[src/rtl/mem_port_arbiter_if.sv]
// -----------------------------------------------------------------------------
// mem_port_arbiter_if
//   Bundles the three buses that meet at the memory port arbiter.
//   The bundle covers the fetch port (IReq/IAddr/IRData/IReady) and the data
//   port (DReq/DWe/DAddr/DWData/DRData/DReady) of the pipeline. It also covers
//   the unified memory port (MemReq/MemWe/MemAddr/MemWData/MemRData/MemAck)
//   and the status outputs (BusErr, Owner).
//
// Modports:
//   slave  : the arbiter's view. It takes core requests and memory responses,
//            and drives the ready/read-data outputs and the memory request.
//   master : the surrounding system's view (core + memory), mirrored.
// -----------------------------------------------------------------------------
interface mem_port_arbiter_if #(
  parameter int ADDR_W = 32,
  parameter int DATA_W = 32
);
  // fetch port
  logic              IReq;
  logic [ADDR_W-1:0] IAddr;
  logic [DATA_W-1:0] IRData;
  logic              IReady;
  // data port
  logic              DReq;
  logic              DWe;
  logic [ADDR_W-1:0] DAddr;
  logic [DATA_W-1:0] DWData;
  logic [DATA_W-1:0] DRData;
  logic              DReady;
  // memory port
  logic              MemReq;
  logic              MemWe;
  logic [ADDR_W-1:0] MemAddr;
  logic [DATA_W-1:0] MemWData;
  logic [DATA_W-1:0] MemRData;
  logic              MemAck;
  // status
  logic              BusErr;
  logic              Owner;

  modport slave (
    input  IReq, IAddr, DReq, DWe, DAddr, DWData, MemRData, MemAck,
    output IRData, IReady, DRData, DReady,
           MemReq, MemWe, MemAddr, MemWData, BusErr, Owner
  );

  modport master (
    output IReq, IAddr, DReq, DWe, DAddr, DWData, MemRData, MemAck,
    input  IRData, IReady, DRData, DReady,
           MemReq, MemWe, MemAddr, MemWData, BusErr, Owner
  );
endinterface

[src/rtl/mem_port_arbiter.sv]
// -----------------------------------------------------------------------------
// mem_port_arbiter
//   Shares one single-ported, variable-latency memory between the instruction
//   fetch port and the data (MEM-stage) port of the core. Only one access is in
//   flight at a time. The arbiter latches the request into registered Mem*
//   outputs and waits for MemAck. It then returns a one-cycle Ready pulse to the
//   port that owned the access. A watchdog aborts an access that is never
//   acknowledged. The abort returns Ready with BusErr set and zero read data.
//
// Ports:
//   CLK    : clock, rising edge
//   Reset  : asynchronous active-low reset
//   bus    : mem_port_arbiter_if.slave. It carries the fetch, data and memory
//            buses plus the BusErr/Owner status.
//
// Parameters:
//   ADDR_W, DATA_W : address / data width
//   TIMEOUT        : number of MemReq cycles without MemAck before an abort
//                    (1..255)
//   MAX_STARVE     : data grants tolerated while a fetch waits. It only has an
//                    effect when the guard is enabled.
//
// Build option:
//   ARB_STARVE_GUARD_EN : define this macro to enable the fetch starvation guard.
//                         When it is undefined, data always wins a tie.
// -----------------------------------------------------------------------------
module mem_port_arbiter #(
  parameter int ADDR_W     = 32,
  parameter int DATA_W     = 32,
  parameter int TIMEOUT    = 255,
  parameter int MAX_STARVE = 4
) (
  input  logic              CLK,
  input  logic              Reset,
  mem_port_arbiter_if.slave bus
);

  // state | meaning
  // ------+---------------------------------------------------------------
  // IDLE  | no access in flight; grant data first, else fetch
  // BUSY  | MemReq high, Mem* held; waiting for MemAck or watchdog expiry
  // DONE  | owner's Ready pulse; one-cycle bubble, never grants
  typedef enum logic [1:0] {
    ST_IDLE = 2'd0,
    ST_BUSY = 2'd1,
    ST_DONE = 2'd2
  } state_e;

  // The watchdog counts BUSY cycles that have already passed without an ack.
  // The abort fires in the TIMEOUT-th BUSY cycle, so MemReq is high for
  // exactly TIMEOUT cycles.
  localparam logic [7:0] WDOG_LAST = 8'(TIMEOUT - 1);

  if (TIMEOUT < 1 || TIMEOUT > 255 || MAX_STARVE < 1) begin : g_param_check
    $error("mem_port_arbiter: TIMEOUT must be 1..255 and MAX_STARVE >= 1");
  end

  state_e            state_q, state_d;
  logic [7:0]        wdog_q, wdog_d;

  logic              mem_req_q, mem_req_d;
  logic              mem_we_q, mem_we_d;
  logic [ADDR_W-1:0] mem_addr_q, mem_addr_d;
  logic [DATA_W-1:0] mem_wdata_q, mem_wdata_d;
  logic              owner_q, owner_d;
  logic              i_ready_q, i_ready_d;
  logic              d_ready_q, d_ready_d;
  logic              bus_err_q, bus_err_d;
  logic [DATA_W-1:0] i_rdata_q, i_rdata_d;
  logic [DATA_W-1:0] d_rdata_q, d_rdata_d;

  logic              grant_data;
  logic              grant_fetch;
  logic              force_fetch;
  logic              acc_ack;
  logic              acc_timeout;

`ifdef ARB_STARVE_GUARD_EN
  localparam int                  STARVE_W   = $clog2(MAX_STARVE + 1);
  localparam logic [STARVE_W-1:0] STARVE_MAX = STARVE_W'(MAX_STARVE);

  logic [STARVE_W-1:0] starve_q, starve_d;

  // A fetch that has waited out MAX_STARVE data grants takes the next slot.
  assign force_fetch = bus.IReq && (starve_q == STARVE_MAX);

  always_comb begin
    starve_d = starve_q;
    if (grant_fetch) begin
      starve_d = '0;
    end else if (grant_data && bus.IReq && (starve_q != STARVE_MAX)) begin
      starve_d = starve_q + 1'b1;
    end
  end

  always_ff @(posedge CLK or negedge Reset) begin
    if (!Reset) starve_q <= '0;
    else        starve_q <= starve_d;
  end
`else
  assign force_fetch = 1'b0;
`endif

  // state register
  always_ff @(posedge CLK or negedge Reset) begin
    if (!Reset) begin
      state_q     <= ST_IDLE;
      wdog_q      <= '0;
      mem_req_q   <= 1'b0;
      mem_we_q    <= 1'b0;
      mem_addr_q  <= '0;
      mem_wdata_q <= '0;
      owner_q     <= 1'b0;
      i_ready_q   <= 1'b0;
      d_ready_q   <= 1'b0;
      bus_err_q   <= 1'b0;
      i_rdata_q   <= '0;
      d_rdata_q   <= '0;
    end else begin
      state_q     <= state_d;
      wdog_q      <= wdog_d;
      mem_req_q   <= mem_req_d;
      mem_we_q    <= mem_we_d;
      mem_addr_q  <= mem_addr_d;
      mem_wdata_q <= mem_wdata_d;
      owner_q     <= owner_d;
      i_ready_q   <= i_ready_d;
      d_ready_q   <= d_ready_d;
      bus_err_q   <= bus_err_d;
      i_rdata_q   <= i_rdata_d;
      d_rdata_q   <= d_rdata_d;
    end
  end

  // next-state logic
  always_comb begin
    state_d     = state_q;
    wdog_d      = '0;
    grant_data  = 1'b0;
    grant_fetch = 1'b0;
    acc_ack     = 1'b0;
    acc_timeout = 1'b0;
    unique case (state_q)
      ST_IDLE: begin
        if (bus.DReq && !force_fetch) begin
          grant_data = 1'b1;
          state_d    = ST_BUSY;
        end else if (bus.IReq) begin
          grant_fetch = 1'b1;
          state_d     = ST_BUSY;
        end
      end
      ST_BUSY: begin
        // An ack in the last allowed cycle still completes normally.
        if (bus.MemAck) begin
          acc_ack = 1'b1;
          state_d = ST_DONE;
        end else if (wdog_q == WDOG_LAST) begin
          acc_timeout = 1'b1;
          state_d     = ST_DONE;
        end else begin
          wdog_d = wdog_q + 8'd1;
        end
      end
      ST_DONE: state_d = ST_IDLE;
      default: state_d = ST_IDLE;
    endcase
  end

  // registered-output logic
  always_comb begin
    mem_req_d   = mem_req_q;
    mem_we_d    = mem_we_q;
    mem_addr_d  = mem_addr_q;
    mem_wdata_d = mem_wdata_q;
    owner_d     = owner_q;
    i_rdata_d   = i_rdata_q;
    d_rdata_d   = d_rdata_q;
    i_ready_d   = 1'b0;
    d_ready_d   = 1'b0;
    bus_err_d   = 1'b0;

    if (grant_data) begin
      mem_req_d   = 1'b1;
      owner_d     = 1'b1;
      mem_we_d    = bus.DWe;
      mem_addr_d  = bus.DAddr;
      mem_wdata_d = bus.DWData;
    end else if (grant_fetch) begin
      mem_req_d  = 1'b1;
      owner_d    = 1'b0;
      mem_we_d   = 1'b0;
      mem_addr_d = bus.IAddr;
    end

    if (acc_ack || acc_timeout) begin
      mem_req_d = 1'b0;
      bus_err_d = acc_timeout;
      if (owner_q) begin
        d_ready_d = 1'b1;
        d_rdata_d = acc_ack ? bus.MemRData : '0;
      end else begin
        i_ready_d = 1'b1;
        i_rdata_d = acc_ack ? bus.MemRData : '0;
      end
    end
  end

  assign bus.MemReq   = mem_req_q;
  assign bus.MemWe    = mem_we_q;
  assign bus.MemAddr  = mem_addr_q;
  assign bus.MemWData = mem_wdata_q;
  assign bus.Owner    = owner_q;
  assign bus.IReady   = i_ready_q;
  assign bus.DReady   = d_ready_q;
  assign bus.BusErr   = bus_err_q;
  assign bus.IRData   = i_rdata_q;
  assign bus.DRData   = d_rdata_q;

endmodule

[src/flat_wrapper.sv]
// flat-port wrapper written by rule: the top's interface ports become plain ports
module mem_port_arbiter_flat 
#(
  parameter int ADDR_W     = 32,
  parameter int DATA_W     = 32,
  parameter int TIMEOUT    = 255,
  parameter int MAX_STARVE = 4
)
  (CLK, Reset, bus_IReq, bus_IAddr, bus_DReq, bus_DWe, bus_DAddr, bus_DWData, bus_MemRData, bus_MemAck, bus_IRData, bus_IReady, bus_DRData, bus_DReady, bus_MemReq, bus_MemWe, bus_MemAddr, bus_MemWData, bus_BusErr, bus_Owner);
  mem_port_arbiter_if #(.ADDR_W(ADDR_W), .DATA_W(DATA_W)) bus_i ();
  input  logic CLK;
  input  logic Reset;
  input wire logic [$bits(bus_i.IReq)-1:0] bus_IReq;
  input wire logic [$bits(bus_i.IAddr)-1:0] bus_IAddr;
  input wire logic [$bits(bus_i.DReq)-1:0] bus_DReq;
  input wire logic [$bits(bus_i.DWe)-1:0] bus_DWe;
  input wire logic [$bits(bus_i.DAddr)-1:0] bus_DAddr;
  input wire logic [$bits(bus_i.DWData)-1:0] bus_DWData;
  input wire logic [$bits(bus_i.MemRData)-1:0] bus_MemRData;
  input wire logic [$bits(bus_i.MemAck)-1:0] bus_MemAck;
  output wire logic [$bits(bus_i.IRData)-1:0] bus_IRData;
  output wire logic [$bits(bus_i.IReady)-1:0] bus_IReady;
  output wire logic [$bits(bus_i.DRData)-1:0] bus_DRData;
  output wire logic [$bits(bus_i.DReady)-1:0] bus_DReady;
  output wire logic [$bits(bus_i.MemReq)-1:0] bus_MemReq;
  output wire logic [$bits(bus_i.MemWe)-1:0] bus_MemWe;
  output wire logic [$bits(bus_i.MemAddr)-1:0] bus_MemAddr;
  output wire logic [$bits(bus_i.MemWData)-1:0] bus_MemWData;
  output wire logic [$bits(bus_i.BusErr)-1:0] bus_BusErr;
  output wire logic [$bits(bus_i.Owner)-1:0] bus_Owner;
  assign bus_i.IReq = bus_IReq;
  assign bus_i.IAddr = bus_IAddr;
  assign bus_i.DReq = bus_DReq;
  assign bus_i.DWe = bus_DWe;
  assign bus_i.DAddr = bus_DAddr;
  assign bus_i.DWData = bus_DWData;
  assign bus_i.MemRData = bus_MemRData;
  assign bus_i.MemAck = bus_MemAck;
  assign bus_IRData = bus_i.IRData;
  assign bus_IReady = bus_i.IReady;
  assign bus_DRData = bus_i.DRData;
  assign bus_DReady = bus_i.DReady;
  assign bus_MemReq = bus_i.MemReq;
  assign bus_MemWe = bus_i.MemWe;
  assign bus_MemAddr = bus_i.MemAddr;
  assign bus_MemWData = bus_i.MemWData;
  assign bus_BusErr = bus_i.BusErr;
  assign bus_Owner = bus_i.Owner;
  mem_port_arbiter #(.ADDR_W(ADDR_W), .DATA_W(DATA_W), .TIMEOUT(TIMEOUT), .MAX_STARVE(MAX_STARVE)) u_core (.CLK(CLK), .Reset(Reset), .bus(bus_i));
endmodule
[config.mk]
export PLATFORM = sky130hd
export DESIGN_NAME = mem_port_arbiter_flat
export DESIGN_NICKNAME = d
export VERILOG_FILES = /design/src/rtl/mem_port_arbiter_if.sv /design/src/rtl/mem_port_arbiter.sv /design/src/flat_wrapper.sv
export SDC_FILE = /design/constraint.sdc
export NUM_CORES = 1
export LEC_CHECK = 0
export ABC_AREA = 1
export CORE_MARGIN = 10
export CORE_UTILIZATION = 45
export CTS_CLUSTER_SIZE = 14
export DETAILED_ROUTE_END_ITERATION = 10
export GPL_TIMING_DRIVEN = 1
export PLACE_DENSITY_LB_ADDON = 0.2
export SLEW_MARGIN = 20
export SYNTH_ARGS = -nofsm -noshare
export SYNTH_HDL_FRONTEND = slang
export SYNTH_SLANG_ARGS = --single-unit
export TNS_END_PERCENT = 50
[constraint.sdc]
create_clock -name CLK -period 2.3 [get_ports CLK]
set_clock_uncertainty 0.1 [all_clocks]
set_input_delay 0.575 -clock CLK [delete_from_list [all_inputs] [get_ports CLK]]
set_output_delay 0.575 -clock CLK [all_outputs]
set_load 0.1 [all_outputs]
### Word level (Yosys, flattened, before mapping)

Index checks and enable logic that the tools add are counted.

* register bits after elaboration: 144
* bits in latches: 0
* memory bits (writable): 0
* bits in read-only memories: 0
* output and inout bits: 134
* memories: 0

* $add $sub $neg: 1
* $mul: 0
* divide/modulo/power cells: 0
* $lt $le $gt $ge: 0
* eq/ne operators: 4
* shift operators: 0
* multiplexer cells: 32
* bitwise operators: 1
* reductions and logical operators: 7

Operators by type and width (number)
* two-way mux 32 bit: 3
* two-way mux 8 bit: 3
* two-way mux 1 bit: 21
* adder 8 x 1 -> 8 bit (second input constant): 1
* == test 8 bit (second input constant): 1
* two-way mux 2 bit: 4
* AND reduction 2 bit: 3
* case mux 2 bit (2 select lines): 1
* inequality test 3 x 2 -> 1 bit (second input constant): 1
* inequality test 3 bit (second input constant): 1
* nonzero test 3 bit: 1
* == test 2 x 1 -> 1 bit (second input constant): 1
* logical NOT 2 bit: 1
* nonzero test 2 bit: 1
* logical OR 1 bit: 1
* inverter 1 bit: 1

### Longest topological paths before layout

Gate-level depths: netlist (run 1).

* depth in word-level cells: 6
* depth in mapped cells: 11
* gate-level depth less buffers: 9

### Least setup slack after synthesis (run 1)

No wires, ideal clock.

* kind: register -> register
* start point: register u_core.owner_q (netlist: u_core.bus.Owner)
* end point: register u_core.i_rdata_q[10] (netlist: u_core.bus.IRData[10])
* arrival: 1.746 ns
* required time: 2.078 ns
* setup slack: 0.332 ns
* cell stages (with the launch flop): 6
* path buffers: 2
* period minus slack after synthesis: 1.968 ns
* cells stage by stage: dfrtp_1 -> clkbuf_1 -> clkinv_1 -> clkbuf_1 -> nand2_1 -> nand2_1

* word-level cells in the longest chain between the ends: 2

RTL lines
* start, declared: RTL line mem_port_arbiter.sv:65 `logic owner_q, owner_d;`
* start signal, assigned: RTL line mem_port_arbiter.sv:126 `owner_q <= owner_d;`
* inverter 1 bit (no line)
* AND reduction 2 bit (no line)
* end signal, assigned: RTL line mem_port_arbiter.sv:130 `i_rdata_q <= i_rdata_d;`
* end, declared: RTL line mem_port_arbiter.sv:69 `logic [DATA_W-1:0] i_rdata_q, i_rdata_d;`

No other way between the ends.
A chain may end at the register's enable or synchronous reset.

### Final worst setup path (run 1)

* start point: register u_core.owner_q (netlist: u_core.bus.Owner)
* end point: output port bus_Owner

RTL lines
* end, declared: RTL line flat_wrapper.sv:30 `output wire logic [$bits(bus_i.Owner)-1:0] bus_Owner;`

No word-level cell between the ends.

==> results.py, run 1 <==
metrics = {
    "die": {
        "dieWidth_um": 135,
        "die_area_um2": 18300,
        "initial_core_util_pct": 45.5,
        "die_h_um": 135,
        "num_io_pins": 268,
        "rows": 42,
        "core_area_um2": 13100,
    },
    "drt": {
        "vias_per_cell": 4.62,
        "vias": 5437,
        "wl_um": 18900,
        "drt_pass1_iterations": 6,
        "drtIter0Drc": 288,
        "drtAntennaViolNets": 0,
        "drcViolationCount": 0,
        "wl_per_cell_um": 16.1,
    },
    "yosys": {
        "syn_nets": 857,
        "syn-cell-area_um2": 5980,
        "synthCells": 721,
        "synth_area_leaders": "dfrtp_1 60%, nand2_1 21%, nor2_1 4.8%, o21ai_0 4.7%, inv_1 2.8%",
        "ys_ff_latch": 144,
        "synth.avg_cell_area_um2": 8.30,
        "ys_types": 25,
        "synth_seq_area_share_pct": 60.2,
        "synth_top_area_share_pct": 60.2,
        "ys.warnings.count": 0,
        "synth.largest_area_cell": "dfrtp_1",
    },
    "critical_path": {
        "slowest_delay_ns": 0.59,
        "worstPathArrival_ns": 1.23,
        "path_buf_inv": 1,
        "slowest_stage": "dfrtp_1",
        "path_cells": "buf_12",
        "r2r_cells": 9,
        "cp-end-kind": "primary output",
        "critPathLaunchType": "register",
        "cpLargestDelayFamily": "flip-flops",
        "cp_max_fo": 9,
        "crit_required_ns": 1.62,
        "r2r_slack_ns": 0.43,
        "cp.depth": 1,
        "criticalPathCategory": "register to primary output",
    },
    "global_routing": {
        "grtUsageMet2_pct": 31.7,
        "grt_first_pass_wirelength_um": 29300,
        "antenna_found_initial": 0,
        "grt_pass1_vias": 5417,
        "met3_usage_pct": 11.7,
        "grt_overflow": 0,
        "grtUsageTotal_pct": 20.3,
        "grt_max_degree": 52,
        "met1_usage_pct": 23.2,
        "grt_busiest_layer": "met2",
    },
    "clocking": {
        "path_clk_slew_ns": 0.06,
        "cts_num_sinks": 144,
        "cts_tree": "built",
        "htreeDepth": 4,
        "cts_setup_buffers": 0,
        "cts_made_buffers": 17,
        "clockBufferDepth": 2,
        "cts_hold_buf": 0,
        "clk-insertion-delay-late_ns": 0.41,
        "cts_root_buf": "clkbuf_16",
        "cts_resized": 0,
    },
    "timing": {
        "fin_crit_ns": 1.90,
        "hold_viol": 0,
        "setup_violations": 0,
        "slew_headroom_pct": 67.6,
        "slew_violations": 0,
        "fmax_mhz": 525,
        "fin_crit_sh_pct": 82.8,
        "tightest_slew_ns": 0.486,
        "rsz0062_at_grt": "false",
        "setup_tns_ns": 0,
    },
    "layout": {
        "drive_above_1_share_pct": 18.9,
        "area_growth_pct": 52.5,
        "final_nets": 1124,
    },
    "placed_design": {
        "post-dp-hpwl_um": 14200,
        "port_buffers": 267,
        "gp_congestion": 0.812,
    },
    "run_status": {
        "status": "completed",
    },
    "flow_run": {
        "maxCapViolCount": 0,
    },
    "hold_path": {
        "hold_class": "input pin to async pin",
    },
}
==> kinds of logic after synthesis <==
group / count (synthesis) / synth area share, %
flops: 144 / 60.2
buf+inv: 83 / 5.98
simple gates: 420 / 27.0
fa+ha+maj: 2 / 0.418
xor+xnor: 4 / 0.586
compound gates: 68 / 5.77
==> path summary, 6_finish.rpt <==
kind | start | endpoint
setup / recovery | u_core.bus.Owner | bus_Owner
hold / removal | Reset | u_core.bus.DRData[13]
setup reg to reg | u_core.wdog_q[0] | u_core.bus.IRData[28]
hold reg to reg | u_core.bus.IRData[14] | u_core.bus.IRData[14]
max in group asynchronous | Reset | u_core.bus.MemWData[16]
min in group CLK | u_core.bus.IRData[14] | u_core.bus.IRData[14]
==> final cells by class <==
| type | count | area (um^2) |
|---|---|---|
| Tap cell | 176 | 220 |
| Timing Repair Buffer | 285 | 2540 |
| Antenna cell | 1 | 2.50 |
| Clock buffer | 21 | 450 |
| Inverter | 46 | 173 |
| Sequential cell | 144 | 3600 |
| Clock inverter | 11 | 115 |
| Fill cell | 1075 | 4010 |
| Multi-Input combinational cell | 494 | 2020 |
==> cells in the mapped netlist <==
| cell type | instances |
|---|---|
| a21oi_1 | 1 |
| a22o_1 | 1 |
| a31oi_1 | 1 |
| buf_2 | 13 |
| buf_6 | 4 |
| clkbuf_1 | 20 |
| clkinv_1 | 1 |
| dfrtp_1 | 144 |
| ha_1 | 2 |
| inv_1 | 44 |
| inv_2 | 1 |
| nand2_1 | 331 |
| nand2_2 | 1 |
| nand3_1 | 4 |
| nand3_4 | 1 |
| nand4_1 | 1 |
| nor2_1 | 77 |
| nor2_2 | 1 |
| nor2_4 | 1 |
| nor3_1 | 2 |
| nor3b_1 | 1 |
| o21ai_0 | 56 |
| o21ai_1 | 9 |
| xnor2_1 | 1 |
| xor2_1 | 3 |
==> metal layers <==
layer	vias up	share of wire (%)	routed length, um
met1	2487	39	7380
met2	210	47	8910
met4	0	0.72	136
met3	14	13	2490
met5	-	0	0
li1	2726	-	-
==> sequential cells by signal (all words and copies together), names as in the netlist <==
signal,cells
u_core.wdog_q,8
u_core.bus.MemReq,1
u_core.bus.BusErr,1
u_core.bus.DReady,1
u_core.bus.IReady,1
u_core.bus.MemWe,1
u_core.bus.Owner,1
u_core.bus.IRData,32
u_core.bus.MemWData,32
u_core.bus.MemAddr,32
u_core.bus.DRData,32
u_core.state_q,2
==> worst register-to-register path, delay by kind of cell (launching register included) <==
| kind | cells | cell delay, ns |
|---|---|---|
| adders and majority gates | 1 | 0.14 |
| buffers and inverters | 1 | 0.07 |
| DFF | 1 | 0.40 |
| and+or+nand+nor | 7 | 1.06 |
==> layout by cell type (no fill, tap or decap) <==
master	count
nor3_1	2
diode_2	1
a22o_1	1
o21ai_0	56
nand2_1	330
o21ai_1	9
nor2_1	77
xor2_1	3
clkbuf_8	1
a31oi_1	1
ha_1	2
nand2_2	2
clkbuf_1	3
nor3b_1	1
a21oi_1	1
nand3_1	4
clkinvlp_4	4
buf_12	5
buf_6	1
clkbuf_16	17
nand4_1	1
inv_2	2
clkinv_2	5
buf_4	147
inv_1	43
nor2_2	1
nand3_4	1
clkdlybuf4s50_1	132
bufinv_16	2
nor2_4	1
xnor2_1	1
dfrtp_1	144
clkinv_1	1
==> metrics by stage <==
stage	area (um^2)	hold slack, ns	utilization (%)	cells	worst slack [ns]
after floorplan	5980	0.179	-	721	0.332
after global placement	8560	0.355	65.1	1145	0.183
after detailed placement	8560	0.360	65.1	1145	0.0968
after CTS	9120	0.00908	69.4	1177	0.346
after global routing	9120	0.0289	69.4	1177	0.219
final	9130	0.0119	69.5	1178	0.395
Power of run 1 is not shown: default switching activity piles up to over one toggle a cycle in this logic, so the estimate is an artifact.
==> run 2, diff against run 1 <==
Settings changed: CORE_UTILIZATION 45 to 38.
Clock period 2.3 ns to 1.5 ns, I/O delays scaled along.
==> results.py, run 2 (same netlist as run 1, synthesis figures left out) <==
metrics = {
    "run_status": {
        "status": "complete, but fails checks",
        "violations": "negative setup slack",
    },
    "die": {
        "core_area_um2": 15300,
        "rows": 45,
        "initial_core_util_pct": 39.1,
        "die_area_um2": 21200,
        "die_h_um": 145,
        "num_io_pins": 268,
        "dieWidth_um": 145,
    },
    "critical_path": {
        "cp_max_fo": 13,
        "criticalPathCategory": "register to register",
        "critPathLaunchType": "register",
        "crit_required_ns": 1.70,
        "worstSetupStartpoint": "u_core.wdog_q[0]",
        "r2r-end": "u_core.bus.IRData[19]",
        "cp-end-kind": "register",
        "r2r_slack_ns": -0.08,
        "r2r_cells": 10,
        "worstPathArrival_ns": 1.78,
        "r2r_start": "u_core.wdog_q[0]",
    },
    "timing": {
        "fin_crit_ns": 1.58,
        "slew_headroom_pct": 75.4,
        "tightest_slew_ns": 0.369,
        "slew_violations": 0,
        "setup_violations": 72,
        "rsz0062_at_grt": "true",
        "fin_crit_sh_pct": 106,
        "fin_ws_ns": -0.0830,
        "fmax_mhz": 632,
        "timing.hold.ws_ns": 0.336,
        "hold_viol": 0,
    },
    "layout": {
        "instances_no_fill": 1259,
        "drive_above_1_share_pct": 24.8,
        "postLayoutCoreUtil_pct": 75.0,
        "mostFrequentLayoutCell": "nand2_1",
        "mostFrequentLayoutCells": "320 x nand2_1, 145 x buf_12, 142 x dfrtp_1, 132 x clkdlybuf4s50_1, 74 x nor2_1",
        "area_growth_pct": 91.9,
        "n_antenna_cell": 0,
        "final_area_um2": 11500,
        "final_nets": 1171,
    },
    "clocking": {
        "cts_root_buf": "clkbuf_16",
        "cts_made_buffers": 17,
        "cts_tree": "built",
        "cts_num_sinks": 144,
        "clockBufferDepth": 2,
        "htreeDepth": 4,
        "path_clk_slew_ns": 0.06,
        "clk-insertion-delay-late_ns": 0.42,
    },
    "global_routing": {
        "grt_pass1_vias": 5918,
        "grt_first_pass_wirelength_um": 33100,
        "antenna_found_initial": 0,
        "grt_overflow": 0,
        "grt_max_degree": 35,
        "grtUsageTotal_pct": 19.7,
    },
    "drt": {
        "vias": 5799,
        "wl_per_cell_um": 17.6,
        "drt_pass1_iterations": 4,
        "drtAntennaViolNets": 0,
        "wl_um": 22200,
        "drtIter0Drc": 290,
        "drcViolationCount": 0,
        "vias_per_cell": 4.61,
    },
    "placed_design": {
        "placed_cell_area_um2": 10500,
        "post-place-cells": 1198,
        "port_buffers": 267,
        "post-dp-hpwl_um": 16100,
        "gp_congestion": 0.822,
    },
    "hold_path": {
        "hold_class": "input pin to async pin",
    },
    "flow_run": {
        "maxCapViolCount": 0,
    },
}
[run 2: worst max-delay path by stage]
stage / slack [ns] / end
finish: -0.08 / u_core.bus.IRData[19]
global route: -0.18 / u_core.bus.IRData[19]
CTS: -0.09 / bus_Owner
detailed placement: -0.34 / u_core.bus.MemAddr[16]
global placement: -0.24 / u_core.bus.MemAddr[24]
floorplan: -0.05 / u_core.bus.IRData[10]
[run 2: what timing repair did]
action                                  CTS  global route
buffers inserted                          2            20
gates resized for setup                  12            37
cloned                                    0             7
endpoints found under the hold margin    28             0
hold buffers                              1             0
endpoints found under the setup margin  192           217
pin swaps                                 1             1
[run 2: critical path: stages, from the launching register on]
cell and delay [ns]:
dfrtp_1 0.37, inv_1 0.06, ha_1 0.14, nand2_1 0.05, nor2_1 0.08, nand2_1 0.08, nand2_2 0.11, nand3_4 0.16
buf_12 0.20, nand2_1 0.07, nand2_1 0.06
[run 2: through the flow]
stage	worst slack, ns	setup TNS, ns
after global routing	-0.184	-12.30
final	-0.0830	-1.81
after CTS	-0.0910	-2.37
after detailed placement	-0.336	-29.50
after global placement	-0.239	-25.65
after floorplan	-0.0486	-2.01
[run 2: cell type report]
cell class	instances	area [um^2]
repair buffers	332	4720
fillers	1048	3830
flip-flops and latches	144	3610
multi-input cells	494	2090
clock buffers	23	488
well taps	211	264
inverters	46	179
clock inverters	9	129
[run 2: metal layers]
| metal | up-vias | wire length [um] | track usage (%) |
|---|---|---|---|
| met5 | - | 0 | 0 |
| met4 | 0 | 263 | 6.37 |
| met3 | 15 | 2590 | 10.4 |
| met2 | 243 | 10900 | 32.3 |
| met1 | 2719 | 8420 | 21.7 |
| li1 | 2822 | - | - |
Power of run 2 is left out for the same reason.
